### src/rtl/adc_spi_reader_pkg.sv
// Shared defaults, sclk strobe bundle and width helper for the ADC SPI reader slice.
// Parameters that size counters go through min1_clog2 so a degenerate value still yields a 1-bit vector.
package adc_spi_reader_pkg;

   localparam int ADC_WIDTH_DEFAULT     = 12;
   localparam int LEAD_BITS_DEFAULT     = 3;
   localparam int CLK_DIV_DEFAULT       = 4;
   localparam int SAMPLE_PERIOD_DEFAULT = 1000;

   typedef struct packed {
      logic rise;
      logic fall;
   } sclk_edge_t;

   function automatic int min1_clog2(input int value);
      return (value <= 2) ? 1 : $clog2(value);
   endfunction

endpackage

### src/rtl/adc_spi_reader_if.sv
// ADC pin bundle plus the published sample/strobe pair.
// The master side is the reader; the slave side is the ADC and downstream consumer.
interface adc_spi_reader_if
   import adc_spi_reader_pkg::*;
#(
   parameter int ADC_WIDTH = ADC_WIDTH_DEFAULT
);

   logic                 adc_cs_n;
   logic                 adc_sclk;
   logic                 adc_miso;
   logic [ADC_WIDTH-1:0] adc_value;
   logic                 adc_value_change;

   modport master (
      output adc_cs_n,
      output adc_sclk,
      input  adc_miso,
      output adc_value,
      output adc_value_change
   );

   modport slave (
      input  adc_cs_n,
      input  adc_sclk,
      output adc_miso,
      input  adc_value,
      input  adc_value_change
   );

endinterface

### src/rtl/adc_spi_reader_sclk_gen.sv
// Serial clock divider: registered sclk toggling every CLK_DIV clk cycles while enabled,
// with combinational rise/fall strobes marking the clk edge that drives each sclk transition.
module adc_sclk_gen
   import adc_spi_reader_pkg::*;
#(
   parameter int CLK_DIV = CLK_DIV_DEFAULT
)
(
   input  logic       clk,
   input  logic       rst_n,
   input  logic       enable,
   output logic       sclk,
   output sclk_edge_t edges
);

   localparam int               DIV_W    = min1_clog2(CLK_DIV);
   localparam logic [DIV_W-1:0] DIV_LAST = DIV_W'(CLK_DIV - 1);

   logic [DIV_W-1:0] div_cnt;
   logic             half_done;

   assign half_done  = enable && (div_cnt == DIV_LAST);
   assign edges.rise = half_done && !sclk;
   assign edges.fall = half_done && sclk;

   // Dropping enable parks sclk low and rearms the divider for the next frame.
   always_ff @(posedge clk or negedge rst_n) begin
      if (!rst_n) begin
         div_cnt <= '0;
         sclk    <= 1'b0;
      end else if (!enable) begin
         div_cnt <= '0;
         sclk    <= 1'b0;
      end else if (half_done) begin
         div_cnt <= '0;
         sclk    <= ~sclk;
      end else begin
         div_cnt <= div_cnt + 1'b1;
      end
   end

endmodule

### src/rtl/adc_spi_reader.sv
// Read-only SPI mode-0 ADC front end: idles SAMPLE_PERIOD cycles, clocks one frame of
// LEAD_BITS + ADC_WIDTH bits and publishes the sample with a toggling change strobe.
module adc_spi_reader
   import adc_spi_reader_pkg::*;
#(
   parameter int ADC_WIDTH     = ADC_WIDTH_DEFAULT,
   parameter int LEAD_BITS     = LEAD_BITS_DEFAULT,
   parameter int CLK_DIV       = CLK_DIV_DEFAULT,
   parameter int SAMPLE_PERIOD = SAMPLE_PERIOD_DEFAULT
)
(
   input logic              clk,
   input logic              rst_n,
   adc_spi_reader_if.master bus
);

   localparam int FRAME_BITS = LEAD_BITS + ADC_WIDTH;
   localparam int BIT_W      = $clog2(FRAME_BITS + 1);
   localparam int TIMER_W    = min1_clog2(SAMPLE_PERIOD);

   localparam logic [BIT_W-1:0]   LAST_BIT   = BIT_W'(FRAME_BITS - 1);
   localparam logic [TIMER_W-1:0] TIMER_LAST = TIMER_W'(SAMPLE_PERIOD - 1);

   localparam logic [1:0] ST_IDLE  = 2'd0;
   localparam logic [1:0] ST_SETUP = 2'd1;
   localparam logic [1:0] ST_SHIFT = 2'd2;

   logic [1:0]           state;
   logic [TIMER_W-1:0]   timer;
   logic [BIT_W-1:0]     fall_cnt;
   logic [ADC_WIDTH-1:0] shift_reg;
   logic [ADC_WIDTH-1:0] value_q;
   logic                 cs_n_q;
   logic                 change_q;
   logic                 sclk;
   logic                 frame_done;
   sclk_edge_t           sclk_edges;

   adc_sclk_gen #(
      .CLK_DIV (CLK_DIV)
   ) u_sclk_gen (
      .clk    (clk),
      .rst_n  (rst_n),
      .enable (state != ST_IDLE),
      .sclk   (sclk),
      .edges  (sclk_edges)
   );

   assign frame_done = (state == ST_SHIFT) && sclk_edges.fall && (fall_cnt == LAST_BIT);

   // Frame sequencer; the sample is only committed on the final falling sclk, so aborted frames vanish.
   always_ff @(posedge clk or negedge rst_n) begin
      if (!rst_n) begin
         state    <= ST_IDLE;
         timer    <= '0;
         fall_cnt <= '0;
         cs_n_q   <= 1'b1;
         value_q  <= '0;
         change_q <= 1'b0;
      end else begin
         case (state)
            ST_IDLE: begin
               if (timer == TIMER_LAST) begin
                  state    <= ST_SETUP;
                  cs_n_q   <= 1'b0;
                  timer    <= '0;
                  fall_cnt <= '0;
               end else begin
                  timer <= timer + 1'b1;
               end
            end
            ST_SETUP: begin
               if (sclk_edges.rise) begin
                  state <= ST_SHIFT;
               end
            end
            ST_SHIFT: begin
               if (frame_done) begin
                  state    <= ST_IDLE;
                  cs_n_q   <= 1'b1;
                  value_q  <= shift_reg;
                  change_q <= ~change_q;
                  timer    <= '0;
               end else if (sclk_edges.fall) begin
                  fall_cnt <= fall_cnt + 1'b1;
               end
            end
            default: begin
               state <= ST_IDLE;
            end
         endcase
      end
   end

   // Lead bits fall off the top of the register, leaving only the last ADC_WIDTH captures.
   always_ff @(posedge clk or negedge rst_n) begin
      if (!rst_n) begin
         shift_reg <= '0;
      end else if (sclk_edges.rise) begin
         shift_reg <= {shift_reg[ADC_WIDTH-2:0], bus.adc_miso};
      end
   end

   assign bus.adc_cs_n         = cs_n_q;
   assign bus.adc_sclk         = sclk;
   assign bus.adc_value        = value_q;
   assign bus.adc_value_change = change_q;

endmodule

### src/flat_wrapper.sv
// flat-port wrapper written by rule: the top's interface ports become plain ports
module adc_spi_reader_flat import adc_spi_reader_pkg::*;
#(
   parameter int ADC_WIDTH     = ADC_WIDTH_DEFAULT,
   parameter int LEAD_BITS     = LEAD_BITS_DEFAULT,
   parameter int CLK_DIV       = CLK_DIV_DEFAULT,
   parameter int SAMPLE_PERIOD = SAMPLE_PERIOD_DEFAULT
)
  (clk, rst_n, bus_adc_cs_n, bus_adc_sclk, bus_adc_miso, bus_adc_value, bus_adc_value_change);
  adc_spi_reader_if #(.ADC_WIDTH(ADC_WIDTH)) bus_i ();
  input logic clk;
  input logic rst_n;
  output wire logic [$bits(bus_i.adc_cs_n)-1:0] bus_adc_cs_n;
  output wire logic [$bits(bus_i.adc_sclk)-1:0] bus_adc_sclk;
  input wire logic [$bits(bus_i.adc_miso)-1:0] bus_adc_miso;
  output wire logic [$bits(bus_i.adc_value)-1:0] bus_adc_value;
  output wire logic [$bits(bus_i.adc_value_change)-1:0] bus_adc_value_change;
  assign bus_adc_cs_n = bus_i.adc_cs_n;
  assign bus_adc_sclk = bus_i.adc_sclk;
  assign bus_i.adc_miso = bus_adc_miso;
  assign bus_adc_value = bus_i.adc_value;
  assign bus_adc_value_change = bus_i.adc_value_change;
  adc_spi_reader #(.ADC_WIDTH(ADC_WIDTH), .LEAD_BITS(LEAD_BITS), .CLK_DIV(CLK_DIV), .SAMPLE_PERIOD(SAMPLE_PERIOD)) u_core (.clk(clk), .rst_n(rst_n), .bus(bus_i));
endmodule
### config.mk
export PLATFORM = sky130hd
export DESIGN_NAME = adc_spi_reader_flat
export DESIGN_NICKNAME = d
export VERILOG_FILES = /design/src/rtl/adc_spi_reader_pkg.sv /design/src/rtl/adc_spi_reader_if.sv /design/src/rtl/adc_spi_reader_sclk_gen.sv /design/src/rtl/adc_spi_reader.sv /design/src/flat_wrapper.sv
export SDC_FILE = /design/constraint.sdc
export NUM_CORES = 1
export LEC_CHECK = 0
export ABC_AREA = 1
export BUFFER_PORTS_ARGS = -buffer_cell sky130_fd_sc_hd__buf_4
export CAP_MARGIN = 20
export CORE_MARGIN = 3
export CORE_UTILIZATION = 58
export DETAILED_ROUTE_END_ITERATION = 16
export PLACE_DENSITY = 0.77
export SYNTH_ARGS = -nofsm -noshare
export SYNTH_HDL_FRONTEND = slang
export SYNTH_SLANG_ARGS = --single-unit
### constraint.sdc
create_clock -name clk -period 2.2 [get_ports clk]
set_clock_uncertainty 0.2 [all_clocks]
set_input_delay 0.22 -clock clk [delete_from_list [all_inputs] [get_ports clk]]
set_output_delay 0.22 -clock clk [all_outputs]
set_load 0.05 [all_outputs]
-- After elaboration in Yosys (flattened, before gate mapping)
Cells that the tools add are included.
- register bits: 45
- output and inout bits: 15
- word-level logic and storage cells: 57
- $add $sub $neg: 3
- eq/ne operators: 11
- muxes and demuxes: 18
- bitwise gates (word level): 2
- reduce and logical (&&, ||, !) cells: 14
- operators by type and width (kind ; number):
    10-bit two-way mux ; 2
    10-bit one-hot mux with 2 select lines ; 1
    4-bit two-way mux ; 3
    10-bit by 1-bit adder with 10-bit output (second input constant) ; 1
    10-bit == test (second input constant) ; 1
    2-bit two-way mux ; 5
    2-bit by 1-bit inequality test with 1-bit output (second input constant) ; 5
    4-bit one-hot mux with 2 select lines ; 1
    2-bit one-hot mux with 3 select lines ; 1
    3-bit AND reduction ; 2
    1-bit logical AND ; 5
    4-bit by 1-bit adder with 4-bit output (second input constant) ; 1
    2-bit == test (second input constant) ; 2
    4-bit == test (second input constant) ; 1
    1-bit two-way mux ; 4
    2-bit AND reduction ; 2
    4-bit AND reduction ; 1
    2-bit nonzero test ; 2
    2-bit by 1-bit adder with 2-bit output (second input constant) ; 1
    2-bit by 1-bit == test with 1-bit output (second input constant) ; 1
    2-bit zero test ; 1
    2-bit inequality test (second input constant) ; 1
    1-bit inverter ; 2
    1-bit one-hot mux with 2 select lines ; 1
    1-bit zero test ; 1

-- Longest topological paths before layout
Gate-level depths: netlist of run 1.
- depth after elaboration: 7
- depth in mapped cells: 9

-- Cells and area by module
A second synthesis of run 1 with hierarchy kept.
- cells, all modules: 241
- area, all modules: 2034.5 um^2
- by module, submodules not included (module ; times used ; cells each ; area each (um^2)):
    adc_spi_reader ; 1 ; 225 ; 1899.3
    adc_sclk_gen ; 1 ; 16 ; 135.1

-- Least setup slack after synthesis of run 1
No wires, ideal clock.
- path kind: register -> register
- start point: reg u_core.u_sclk_gen.sclk
- end point: reg u_core.value_q[10] (netlist: u_core.bus.adc_value[10])
- library setup time: 120 ps
- data arrival time: 1421 ps
- data required time: 1880 ps
- setup slack: 459 ps
- stages on the path, launching flop included: 7
- buffers on the path: 1
- clock period less this slack: 1741 ps
- path through: dfrtp_1 > nand4_4 > nor2_4 > inv_2 > buf_6 > nand2_1 > o21ai_2
- word-level cells in the longest chain between the ends: 4
- RTL lines (what ; line ; RTL):
    from (decl) ; adc_spi_reader_sclk_gen.sv:12 ; output logic sclk,
    from (signal assigned) ; adc_spi_reader_sclk_gen.sv:36 ; sclk <= ~sclk;
    1-bit logical AND ; adc_spi_reader_sclk_gen.sv:24 ; assign edges.fall = half_done && sclk;
    1-bit logical AND (2 in a row) ; adc_spi_reader.sv:49 ; assign frame_done = (state == ST_SHIFT) && sclk_edges.fall && (fall_cnt == LAST_BIT);
    2-bit AND reduction (no source line) ; -- ;
    to (signal assigned) ; adc_spi_reader.sv:81 ; value_q <= shift_reg;
    to (decl) ; adc_spi_reader.sv:32 ; logic [ADC_WIDTH-1:0] value_q;
Every way passes these cells.
A chain may end at the register's enable or synchronous reset.

-- Final worst setup path of run 1
- start point: reg u_core.fall_cnt[0]
- end point: reg u_core.value_q[4] (netlist: u_core.bus.adc_value[4])
- word-level cells in the longest chain between the ends: 3
- RTL lines (what ; line ; RTL):
    from (decl) ; adc_spi_reader.sv:30 ; logic [BIT_W-1:0] fall_cnt;
    from (signal assigned) ; adc_spi_reader.sv:85 ; fall_cnt <= fall_cnt + 1'b1;
    4-bit == test ; adc_spi_reader.sv:49 ;
    1-bit logical AND ; adc_spi_reader.sv:49 ;
    2-bit AND reduction (no source line) ; -- ;
Every way passes these cells.

==> results of run 1 <==
[metrics by stage]
step	instance area [µm²]	util, %	hold slack [ns]
after floorplan	2170	-	-0.276
after global placement	2320	67.0	0.0535
after detailed placement	2320	67.0	0.0512
after CTS	2460	70.9	0.238
after global routing	2460	70.9	0.265
final	2460	70.9	0.237
[Yosys cell counts (2+ instances only)]
| cell type | instances |
|---|---|
| nand4_1 | 4 |
| nor3_2 | 2 |
| o21ai_0 | 10 |
| xor2_1 | 2 |
| ha_1 | 4 |
| a21oi_1 | 4 |
| nor3_1 | 2 |
| o21ai_2 | 7 |
| nor2_4 | 2 |
| dfrtp_1 | 44 |
| nand2_1 | 93 |
| nand3_1 | 18 |
| buf_6 | 2 |
| inv_2 | 2 |
| inv_1 | 26 |
| buf_2 | 3 |
| nor2_1 | 19 |
[how the worst max path moves through the flow]
| stage | start | slack (ns) | to |
|---|---|---|---|
| floorplan | u_core.u_sclk_gen.sclk | 0.46 | u_core.bus.adc_value[10] |
| global placement | u_core.fall_cnt[0] | 0.44 | u_core.bus.adc_value[5] |
| detailed placement | u_core.fall_cnt[0] | 0.37 | u_core.bus.adc_value[8] |
| CTS | u_core.fall_cnt[0] | 0.36 | u_core.bus.adc_value[4] |
| global route | u_core.fall_cnt[0] | 0.22 | u_core.bus.adc_value[7] |
| finish | u_core.fall_cnt[0] | 0.39 | u_core.bus.adc_value[4] |
[what timing repair did]
action,in CTS,in global routing
hold buffers,2,0
hold endpoints to repair,45,0
endpoints found under the setup margin,0,0
[final cells by class]
| class | count | share of cell area, % |
|---|---|---|
| clock inverter | 3 | 1.93 |
| sequential | 45 | 45.8 |
| timing repair buffer | 21 | 6.61 |
| inverter | 28 | 4.27 |
| multi-input combinational | 177 | 36.2 |
| clock buffer | 5 | 2.80 |
| tap | 46 | 2.34 |
[power by group]
group	switching, mW	internal [mW]
Sequential	0	0.826
Combinational	0.0157	0.00458
Clock	0.295	0.347
Total	0.311	1.18
[layer usage]
layer	track usage [%]	up-vias	routed length, µm	share of wire (%)
met1	26.7	783	1830	47
met3	4.16	2	141	3.6
met5	0	-	0	0
met2	32.4	32	1880	48
met4	8.35	0	30	0.77
li1	-	849	-	-
[cell families (layout without fill, tap and decap cells)]
| family | count (synthesis) | after routing |
|---|---|---|
| xor+xnor | 3 | 3 |
| buf+inv | 34 | 57 |
| simple gates | 146 | 146 |
| fa+ha+maj | 4 | 4 |
| compound gates | 24 | 24 |
| flops | 45 | 45 |
[placed cells by master (no fill, tap or decap), types with 2 or more instances in the layout]
| cell | instances |
|---|---|
| nor3_2 | 2 |
| xor2_1 | 2 |
| inv_1 | 26 |
| clkbuf_8 | 5 |
| nand4_1 | 4 |
| nand2_1 | 93 |
| dlygate4sd3_1 | 2 |
| nor2_4 | 2 |
| nand3_1 | 18 |
| dfrtp_1 | 44 |
| o21ai_0 | 10 |
| nor2_1 | 19 |
| buf_4 | 19 |
| o21ai_2 | 7 |
| inv_6 | 2 |
| ha_1 | 4 |
| nor3_1 | 2 |
| a21oi_1 | 4 |
| inv_2 | 2 |
==> results.md, run 1 <==
- CP arrival: 1.79 ns
- # setup viols final: 0
- Number of port buffers: 17
- Synth-to-layout area growth: 13.4%
- WL per Instance: 11.9 µm
- DR pass1 iterations: 4
- Slowest CP cell: dfrtp_1
- Slew Limit Fails: 0
- Post-Layout Cell Count: 325
- Synth Area in Compound Gates: 7.50%
- Fmax achieved: 551 MHz
- Logic depth of the worst path, buffers included: 7
- Crit Path Category: reg -> reg
- Setup WS pre-CTS: 0.371 ns
- Worst IR Drop VDD: 0.000419 V
- Vias in the first global route: 1,549
- Drt drc: 0
- Syn Inst Count: 256
- Mapped cell area: 0.00217 mm²
- Top_reg_cell synth: dfrtp_1
- Clk_lat worst skew: 0.30 ns
- # Max-Cap Violations: 0
- Hold Fails Final Rpt: 0
- Final worst setup slack: 0.385 ns
- Synth Area in XOR/XNOR: 1.21%
- Global Route Usage Sum: 20.2%
- HP Class: in -> async
- Post-cts resize count: 0
- Largest family of logic cells by synthesized area: simple AND/OR/NAND/NOR gates
- DR iter-0 viols: 113
- Post-Syn Nets: 263
- Via count: 1,666
- Crit path largest cell delay: 0.43 ns
- Synth top area share: 50.8%
- Die H: 67.1 µm
- Slew @ Worst Pin: 0.557 ns
- Avg Inst Size Synth: 8.47 µm²
- Yosys warning total: 0
- Worst r2r path cells: 7
- Die footprint: 0.00451 mm²
- Via density: 5.13
- Placer Congestion: 0.852
- Initial antenna violation count: 0
- Worst-path maximum fanout: 20
- RSZ-0062 raised after global routing: no
- Clk slew on worst S/H paths: 0.09 ns
- Largest net degree at the start of global routing: 46
- Period utilisation layout: 82.5%
- Clock root buffer: clkbuf_8
- Synth Area in Adders: 2.31%
- Power per cell area: 605 mW/mm²
- Synth unique cells: 29
- Global route overflow: 0
- CP Buf/Inv Count: 2
- Post-synth top area cell: dfrtp_1
- CTS tree: yes
- Cell family with most CP delay: simple AND/OR/NAND/NOR gates
- Number of fill cells in the layout: 297
- Outcome: finished, final reports clean
- Die Wd: 67.1 µm
- Post-DRT Antenna Nets: 0
- H-tree Lvls: 2
- Number of synthesized flops with an enable pin: 0
- Sequential area share after synthesis: 52.0%
- Lkg Pwr: 1.27 nW
- Critical-path cell list: inv_1 -> ha_1 -> nand3_2 -> nor2_4 -> inv_2 -> nand2_1 -> o21ai_2
- CP Launch Type: register
- Synth Register Bits: 45
- Total Power: 1.49 mW
- Post-synthesis simple-gate area fraction: 30.1%
- Slew Limit Headroom: 62.9%
- Initial Utilization: 62.5%
- FF/Latch Area: 0.00113 mm²
- N_diodes: 0
- Inserted Clock Buffers: 5
- Min cycle time layout: 1.81 ns
- Clock buffer depth: 2
- DRT Wirelength: 3870 µm
- Share of cells above drive strength 1: 16.5%
- Hpwl dp: 2670 µm
- First-pass GRT wire length: 6840 µm
- Multiplexer area fraction after synthesis: 0%
- I/O Pins: 18
- Top post-synthesis cells by area: dfrtp_1 51%, nand2_1 16%, inv_1 4.5%, nand3_1 4.2%, nor2_1 3.3%
- Layout net count: 285
- Cells after DPL: 315
- Setup TNS: 0 ns
- Core box area: 0.00347 mm²
- # Post-CTS Setup Buffers: 0
- RR Startpoint: u_core.fall_cnt[0]
- Slack of the worst reg-to-reg path: 0.39 ns
- Share of synthesized registers carrying an async set or reset: 100%
- CTS sink count: 45
- Cell Rows: 21
- Crit end category: register
- Multi-input gate area in the final layout: 891 µm²
- Critical path required time: 2.18 ns
- Reg2reg end: u_core.bus.adc_value[4]
(Power assumes the default switching activity.)
==> inputs of run 2 (changes only) <==
--- a/config.mk
+++ b/config.mk
@@ -9,9 +9,9 @@
 export BUFFER_PORTS_ARGS = -buffer_cell sky130_fd_sc_hd__buf_4
 export CAP_MARGIN = 20
 export CORE_MARGIN = 3
-export CORE_UTILIZATION = 58
+export CORE_UTILIZATION = 53
 export DETAILED_ROUTE_END_ITERATION = 16
-export PLACE_DENSITY = 0.77
+export PLACE_DENSITY = 0.74
 export SYNTH_ARGS = -nofsm -noshare
 export SYNTH_HDL_FRONTEND = slang
 export SYNTH_SLANG_ARGS = --single-unit
==> constraint.sdc (replaced) <==
create_clock -name clk -period 1.66 [get_ports clk]
set_clock_uncertainty 0.2 [all_clocks]
set_input_delay 0.166 -clock clk [delete_from_list [all_inputs] [get_ports clk]]
set_output_delay 0.166 -clock clk [all_outputs]
set_load 0.05 [all_outputs]
==> run 2 against run 1 <==
Die area up 8.6%. Via count up 6.8%. Non-clock buffer count up 21. Critical path type unchanged. Final area up 9.7%. Maximum frequency up 11%. Worst hold slack worse by 0.041 ns. Sequential cell count unchanged.
==> results.md, run 2 (synthesis gave the netlist of run 1 again) <==
- Sequential power share: 58.8% (+3.3 points)
- Placed instance area: 0.00244 mm² (+5.2%)
- Cell family with most CP delay: flip-flops
- Fmax achieved: 612 MHz (+11%)
- Psw: 0.415 mW (+33%)
- Slew Limit Headroom: 62.8% (-0.11 points)
- CP arrival: 1.64 ns (-0.15 ns)
- N_diodes: 0 (unchanged)
- Synth-to-layout area growth: 24.5%
- Initial Utilization: 57.1% (-5.4 points)
- Die Wd: 70.0 µm (+4.2%)
- RR Startpoint: u_core.fall_cnt[0]
- Outcome: finished, final reports clean
- Min cycle time layout: 1.63 ns (-0.182 ns)
- RSZ-0062 raised after global routing: yes
- H-tree Lvls: 2 (unchanged)
- CTS tree: yes
- Layout net count: 307 (+7.7%)
- CTS sink count: 45 (unchanged)
- CP Launch Type: register
- # setup viols final: 0 (unchanged)
- Net Sw Frac: 22.3% (+1.4 points)
- Power per cell area: 690 mW/mm² (+14%)
- DR iter-0 viols: 163 (+44%)
- Crit end category: register
- Critical-path cell list: inv_1 -> ha_2 -> nand3_4 -> o21bai_4 -> buf_6 -> nand2_2 -> nand2_2 -> inv_2
- Hpwl dp: 2940 µm (+10%)
- Post-DRT Antenna Nets: 0 (unchanged)
- Slew @ Worst Pin: 0.558 ns (+0.00167 ns)
- Combinational share of power: 1.5% (about the same)
- # Max-Cap Violations: 0 (unchanged)
- Multi-input gate area in the final layout: 963 µm² (+8.1%)
- Die footprint: 0.00489 mm² (+8.6%)
- Worst IR Drop VDD: 0.000642 V (+53%)
- Slowest CP cell: dfrtp_1
- Most frequent cells in the layout: 88 x nand2_1, 43 x dfrtp_1, 35 x buf_4
- WL per Instance: 12.9 µm (+8.4%)
- CP Buf/Inv Count: 3 (+1)
- Number of port buffers: 17 (unchanged)
- Lkg Pwr: 1.37 nW (+7.9%)
- Initial antenna violation count: 0 (unchanged)
- Global Route Usage Sum: 18.7% (-1.4 points)
- Clock root buffer: clkbuf_8
- Largest net degree at the start of global routing: 46 (unchanged)
- CP dominant cell by count: nand2_2
- Crit path largest cell delay: 0.39 ns (-0.04 ns)
- Slew Limit Fails: 0 (unchanged)
- Clk pwr share: 39.7% (-3.4 points)
- Inserted Clock Buffers: 5 (unchanged)
- Via density: 5.10 (-0.56%)
- I/O Pins: 18 (unchanged)
- Die H: 70.0 µm (+4.2%)
- Worst Setup SP: u_core.fall_cnt[0]
- Via count: 1,779 (+6.8%)
- Clk_lat worst skew: 0.30 ns (about the same)
- Vias in the first global route: 1,674 (+8.1%)
- Drt drc: 0 (unchanged)
- Number of fill cells in the layout: 284 (-4.4%)
- Core box area: 0.00380 mm² (+9.5%)
- HP Class: in -> async
- Clock buffer depth: 2 (unchanged)
- Internal cell power: 1.45 mW (+23%)
- Critical path required time: 1.66 ns (-0.52 ns)
- Post-route cell area: 0.00270 mm² (+9.7%)
- FF/Latch Area: 0.00113 mm² (+0.11%)
- Clk slew on worst S/H paths: 0.09 ns (about the same)
- Hold WS: 0.196 ns (-0.0406 ns)
- Period utilisation layout: 98.4% (+16 points)
- Worst-path maximum fanout: 5 (-75%)
- First-pass GRT wire length: 7420 µm (+8.4%)
- Crit Path Category: reg -> reg
- Slack of the worst reg-to-reg path: 0.03 ns (-0.36 ns)
- Share of cells above drive strength 1: 26.9% (+10 points)
- Most common cell after layout, fill and taps aside: nand2_1
- DR pass1 iterations: 4 (unchanged)
- DRT Wirelength: 4510 µm (+16%)
- Hold Fails Final Rpt: 0 (unchanged)
- Global route overflow: 0 (unchanged)
- Cell Rows: 22 (+4.8%)
- Placer Congestion: 0.914 (+7.3%)
[run 2: worst register-to-register path, cell delays in order, from the launching register on]
cell and delay (ns):
dfrtp_1 0.39, inv_1 0.07, ha_2 0.19, nand3_4 0.12, o21bai_4 0.27, buf_6 0.14
nand2_2 0.05, nand2_2 0.07, inv_2 0.03
[run 2: cell type report]
class | instances | share of cell area, %
repair buffers | 42 | 12.7
inverters | 28 | 3.89
clock buffers | 6 | 3.06
flip-flops and latches | 45 | 41.8
well taps | 48 | 2.23
clock inverters | 2 | 0.649
multi-input cells | 178 | 35.7
[run 2: metrics by stage]
stage | utilization, % | setup WS (ns) | cells | setup TNS, ns | total power [mW]
floorplan | - | 0.0558 | 256 | 0 | 1.12
finish | 71.0 | 0.0271 | 349 | 0 | 1.86
detailed placement | 64.4 | -0.0405 | 331 | -0.0976 | 1.14
global placement | 64.4 | -0.0536 | 331 | -0.180 | 1.14
CTS | 68.5 | 0.0155 | 344 | 0 | 1.88
global route | 71.0 | -0.0513 | 349 | -0.274 | 1.93
[run 2: power groups by stage]
stage	logic (mW)	registers, mW	clock network, mW
finish	0.0271	1.10	0.739
global route	0.0319	1.10	0.803
detailed placement	0.0254	1.12	0
CTS	0.0289	1.10	0.759
global placement	0.0251	1.12	0
floorplan	0.000000503	1.12	0
[run 2: repair_timing]
item | 4_1_cts | 5_1_grt
pin swaps | 1 | 8
setup buffers | 2 | 3
hold buffers | 2 | 0
endpoints found under the hold margin | 45 | 0
endpoints found under the setup margin | 12 | 38
cloned | 1 | 2
resized for setup | 2 | 19
[run 2: worst paths after layout]
check / to / depth (start not counted)
setup / recovery: u_core.timer[6] / 8
hold / removal: u_core.bus.adc_value[8] / 2
setup reg to reg: u_core.timer[6] / 8
hold reg to reg: u_core.bus.adc_cs_n / 2
max in group asynchronous: u_core.u_sclk_gen.sclk / 2
min in group clk: u_core.bus.adc_cs_n / 2
[run 2: per-layer routing]
metal  GRT usage [%]  wire length [µm]
met5               0                 0
met2            29.6              2150
met3            3.88               224
met1            25.5              2070
met4            6.81                63
==> inputs of run 3 (changes only) <==
--- a/config.mk
+++ b/config.mk
@@ -9,9 +9,10 @@
 export BUFFER_PORTS_ARGS = -buffer_cell sky130_fd_sc_hd__buf_4
 export CAP_MARGIN = 20
 export CORE_MARGIN = 3
-export CORE_UTILIZATION = 53
+export CORE_UTILIZATION = 55
+export CTS_BUF_LIST = sky130_fd_sc_hd__clkbuf_4
 export DETAILED_ROUTE_END_ITERATION = 16
-export PLACE_DENSITY = 0.74
+export PLACE_DENSITY = 0.76
 export SYNTH_ARGS = -nofsm -noshare
 export SYNTH_HDL_FRONTEND = slang
 export SYNTH_SLANG_ARGS = --single-unit
==> constraint.sdc (replaced) <==
create_clock -name clk -period 1.66 [get_ports clk]
set_clock_uncertainty 0.2 [all_clocks]
set_input_delay 0.332 -clock clk [delete_from_list [all_inputs] [get_ports clk]]
set_output_delay 0.332 -clock clk [all_outputs]
set_load 0.05 [all_outputs]
==> run 3 against run 2 <==
Clock power shrank 28%. Combinational power increased by 20%. Maximum frequency is 0.26% higher. First-iteration DRC count down 26%. Largest cell class unchanged.
==> results.md, run 3 (synthesis gave the netlist of run 1 again) <==
- Outcome: finished, final reports clean
- Slowest CP cell: dfstp_2
- Initial Utilization: 57.9% (+0.84 points)
- Via count: 1,760 (-1.1%)
- Critical path required time: 1.13 ns (-0.53 ns)
- Sequential power share: 66.1% (+7.3 points)
- Clock buffer depth: 2 (unchanged)
- Placer Congestion: 0.911 (-0.26%)
- Final Util: 70.9% (-0.19 points)
- Slew Limit Headroom: 73.4% (+11 points)
- Hpwl dp: 2860 µm (-2.7%)
- Die Wd: 68.8 µm (-1.7%)
- Cell family with most CP delay: flip-flops
- Worst-path maximum fanout: 2 (-3)
- DRT Wirelength: 4400 µm (-2.4%)
- Via density: 5.09 (-0.21%)
- Critical-path cell list: buf_8
- Slew @ Worst Pin: 0.398 ns (-0.161 ns)
- Post-DRT Antenna Nets: 0 (unchanged)
- CP Launch Type: register
- H-tree Lvls: 2 (unchanged)
- Die H: 68.8 µm (-1.7%)
- Slack of the worst reg-to-reg path: 0.09 ns (+0.06 ns)
- Multi-input gate area in the final layout: 951 µm² (-1.3%)
- Number of port buffers: 17 (unchanged)
- Internal cell power: 1.27 mW (-12%)
- Global route overflow: 0 (unchanged)
- Hold Fails Final Rpt: 0 (unchanged)
- # setup viols final: 0 (unchanged)
- Share of cells above drive strength 1: 25.8% (-1.1 points)
- Cell Rows: 22 (unchanged)
- Crit end category: primary output
- Die footprint: 0.00473 mm² (-3.3%)
- Initial antenna violation count: 0 (unchanged)
- Min cycle time layout: 1.63 ns (-0.00423 ns)
- DR iter-0 viols: 121 (-26%)
- Period utilisation layout: 98.1% (-0.25 points)
- First-pass GRT wire length: 6890 µm (-7.1%)
- Most common cell after layout, fill and taps aside: nand2_1
- CTS tree: yes
- Global Route Usage Sum: 19.9% (+1.2 points)
- Number of fill cells in the layout: 309 (+8.8%)
- Vias in the first global route: 1,575 (-5.9%)
- Inserted Clock Buffers: 5 (unchanged)
- Slew Limit Fails: 0 (unchanged)
- RSZ-0062 raised after global routing: yes
- Net Sw Frac: 23.7% (+1.4 points)
- Power per cell area: 626 mW/mm² (-9.3%)
- Clk_lat worst skew: 0.36 ns (+0.06 ns)
- Fmax achieved: 614 MHz (+0.26%)
- I/O Pins: 18 (unchanged)
- Hold WS: 0.201 ns (+0.00480 ns)
- RR Startpoint: u_core.fall_cnt[1]
- Clk slew on worst S/H paths: 0.13 ns (+0.04 ns)
- Worst r2r path cells: 7 (-1)
- Layout net count: 305 (-0.65%)
- CP arrival: 1.10 ns (-0.54 ns)
- CTS sink count: 45 (unchanged)
- Crit path largest cell delay: 0.58 ns (+0.19 ns)
- Worst IR Drop VDD: 0.000582 V (-9.4%)
- FF/Latch Area: 0.00113 mm² (+0.11%)
- Clock root buffer: clkbuf_4
- # Max-Cap Violations: 0 (unchanged)
- Drt drc: 0 (unchanged)
- Combinational share of power: 2.0% (+0.5 points)
- HP Class: in -> async
- Lkg Pwr: 1.36 nW (-1.0%)
- CP Buf/Inv Count: 1 (-2)
- N_diodes: 0 (unchanged)
- Synth-to-layout area growth: 22.3%
- DR pass1 iterations: 4 (unchanged)
- WL per Instance: 12.7 µm (-1.5%)
- Crit Path Category: reg -> out
- Core box area: 0.00374 mm² (-1.4%)
- Most frequent cells in the layout: 90 x nand2_1, 42 x dfrtp_1, 34 x buf_4
- Clk pwr share: 32.0% (-7.7 points)
- Reg2reg end: u_core.timer[4]
- Largest net degree at the start of global routing: 29 (-37%)
- Psw: 0.393 mW (-5.3%)
[run 3: cell count changes in the layout (fill, tap and decap cells not counted), moves of 2 or more]
cell and delta:
nand2_2 -2, nand2_1 +2, clkbuf_4 +5, clkbuf_8 -6
[run 3: area by class of cell]
cell class                 instances  area share (%)
sequential                        45            42.6
multi-input combinational        177            35.8
timing repair buffer              41            13.3
inverter                          28            3.96
tap                               48            2.26
clock buffer                       5            1.42
clock inverter                     2           0.613
[run 3: routing by layer]
metal  track usage [%]  up-vias  share of wire [%]  wire (µm)
met5                 0        -                  0          0
met4              6.57        0                1.4         62
met3              6.00        7                4.2        183
met2              32.4       38                 50       2190
met1              25.3      826                 45       1970
li1                  -      889                  -          -
[run 3: how the worst max path moves through the flow]
stage                   startpoint                  endpoint  slack [ns]  depth (start not counted)
5_1_grt         u_core.fall_cnt[0]           u_core.timer[4]       -0.02                          8
3_5_place_dp    u_core.fall_cnt[0]           u_core.timer[3]        0.02                          7
3_3_place_gp    u_core.fall_cnt[1]           u_core.timer[3]        0.02                          6
4_1_cts        u_core.bus.adc_cs_n              bus_adc_cs_n        0.01                          1
2_1_floorplan   u_core.fall_cnt[0]  u_core.bus.adc_value[10]        0.06                          8
6_report       u_core.bus.adc_cs_n              bus_adc_cs_n        0.03                          1
[run 3: power by group through the flow]
stage,registers [mW],clock network (mW),logic [mW]
floorplan,1.12,0,0.000000503
global placement,1.12,0,0.0312
detailed placement,1.12,0,0.0309
CTS,1.10,0.539,0.0348
global route,1.10,0.585,0.0379
finish,1.10,0.531,0.0326
[run 3: repair_timing]
item,CTS,global route
setup buffers,0,9
pin swaps,1,5
hold buffers,2,0
setup endpoints to repair,6,30
hold endpoints to repair,46,0
resized for setup,2,20
[run 3: through the flow]
step           setup TNS [ns]  std cells  cell area, µm²  power [mW]  setup slack (ns)
3_5_place_dp                0        328            2430        1.15            0.0157
5_1_grt               -0.0771        346            2650        1.72           -0.0218
4_1_cts                     0        337            2510        1.67            0.0138
6_report                    0        346            2650        1.66            0.0314
2_1_floorplan               0        256            2170        1.12            0.0558
3_3_place_gp                0        328            2430        1.15            0.0184
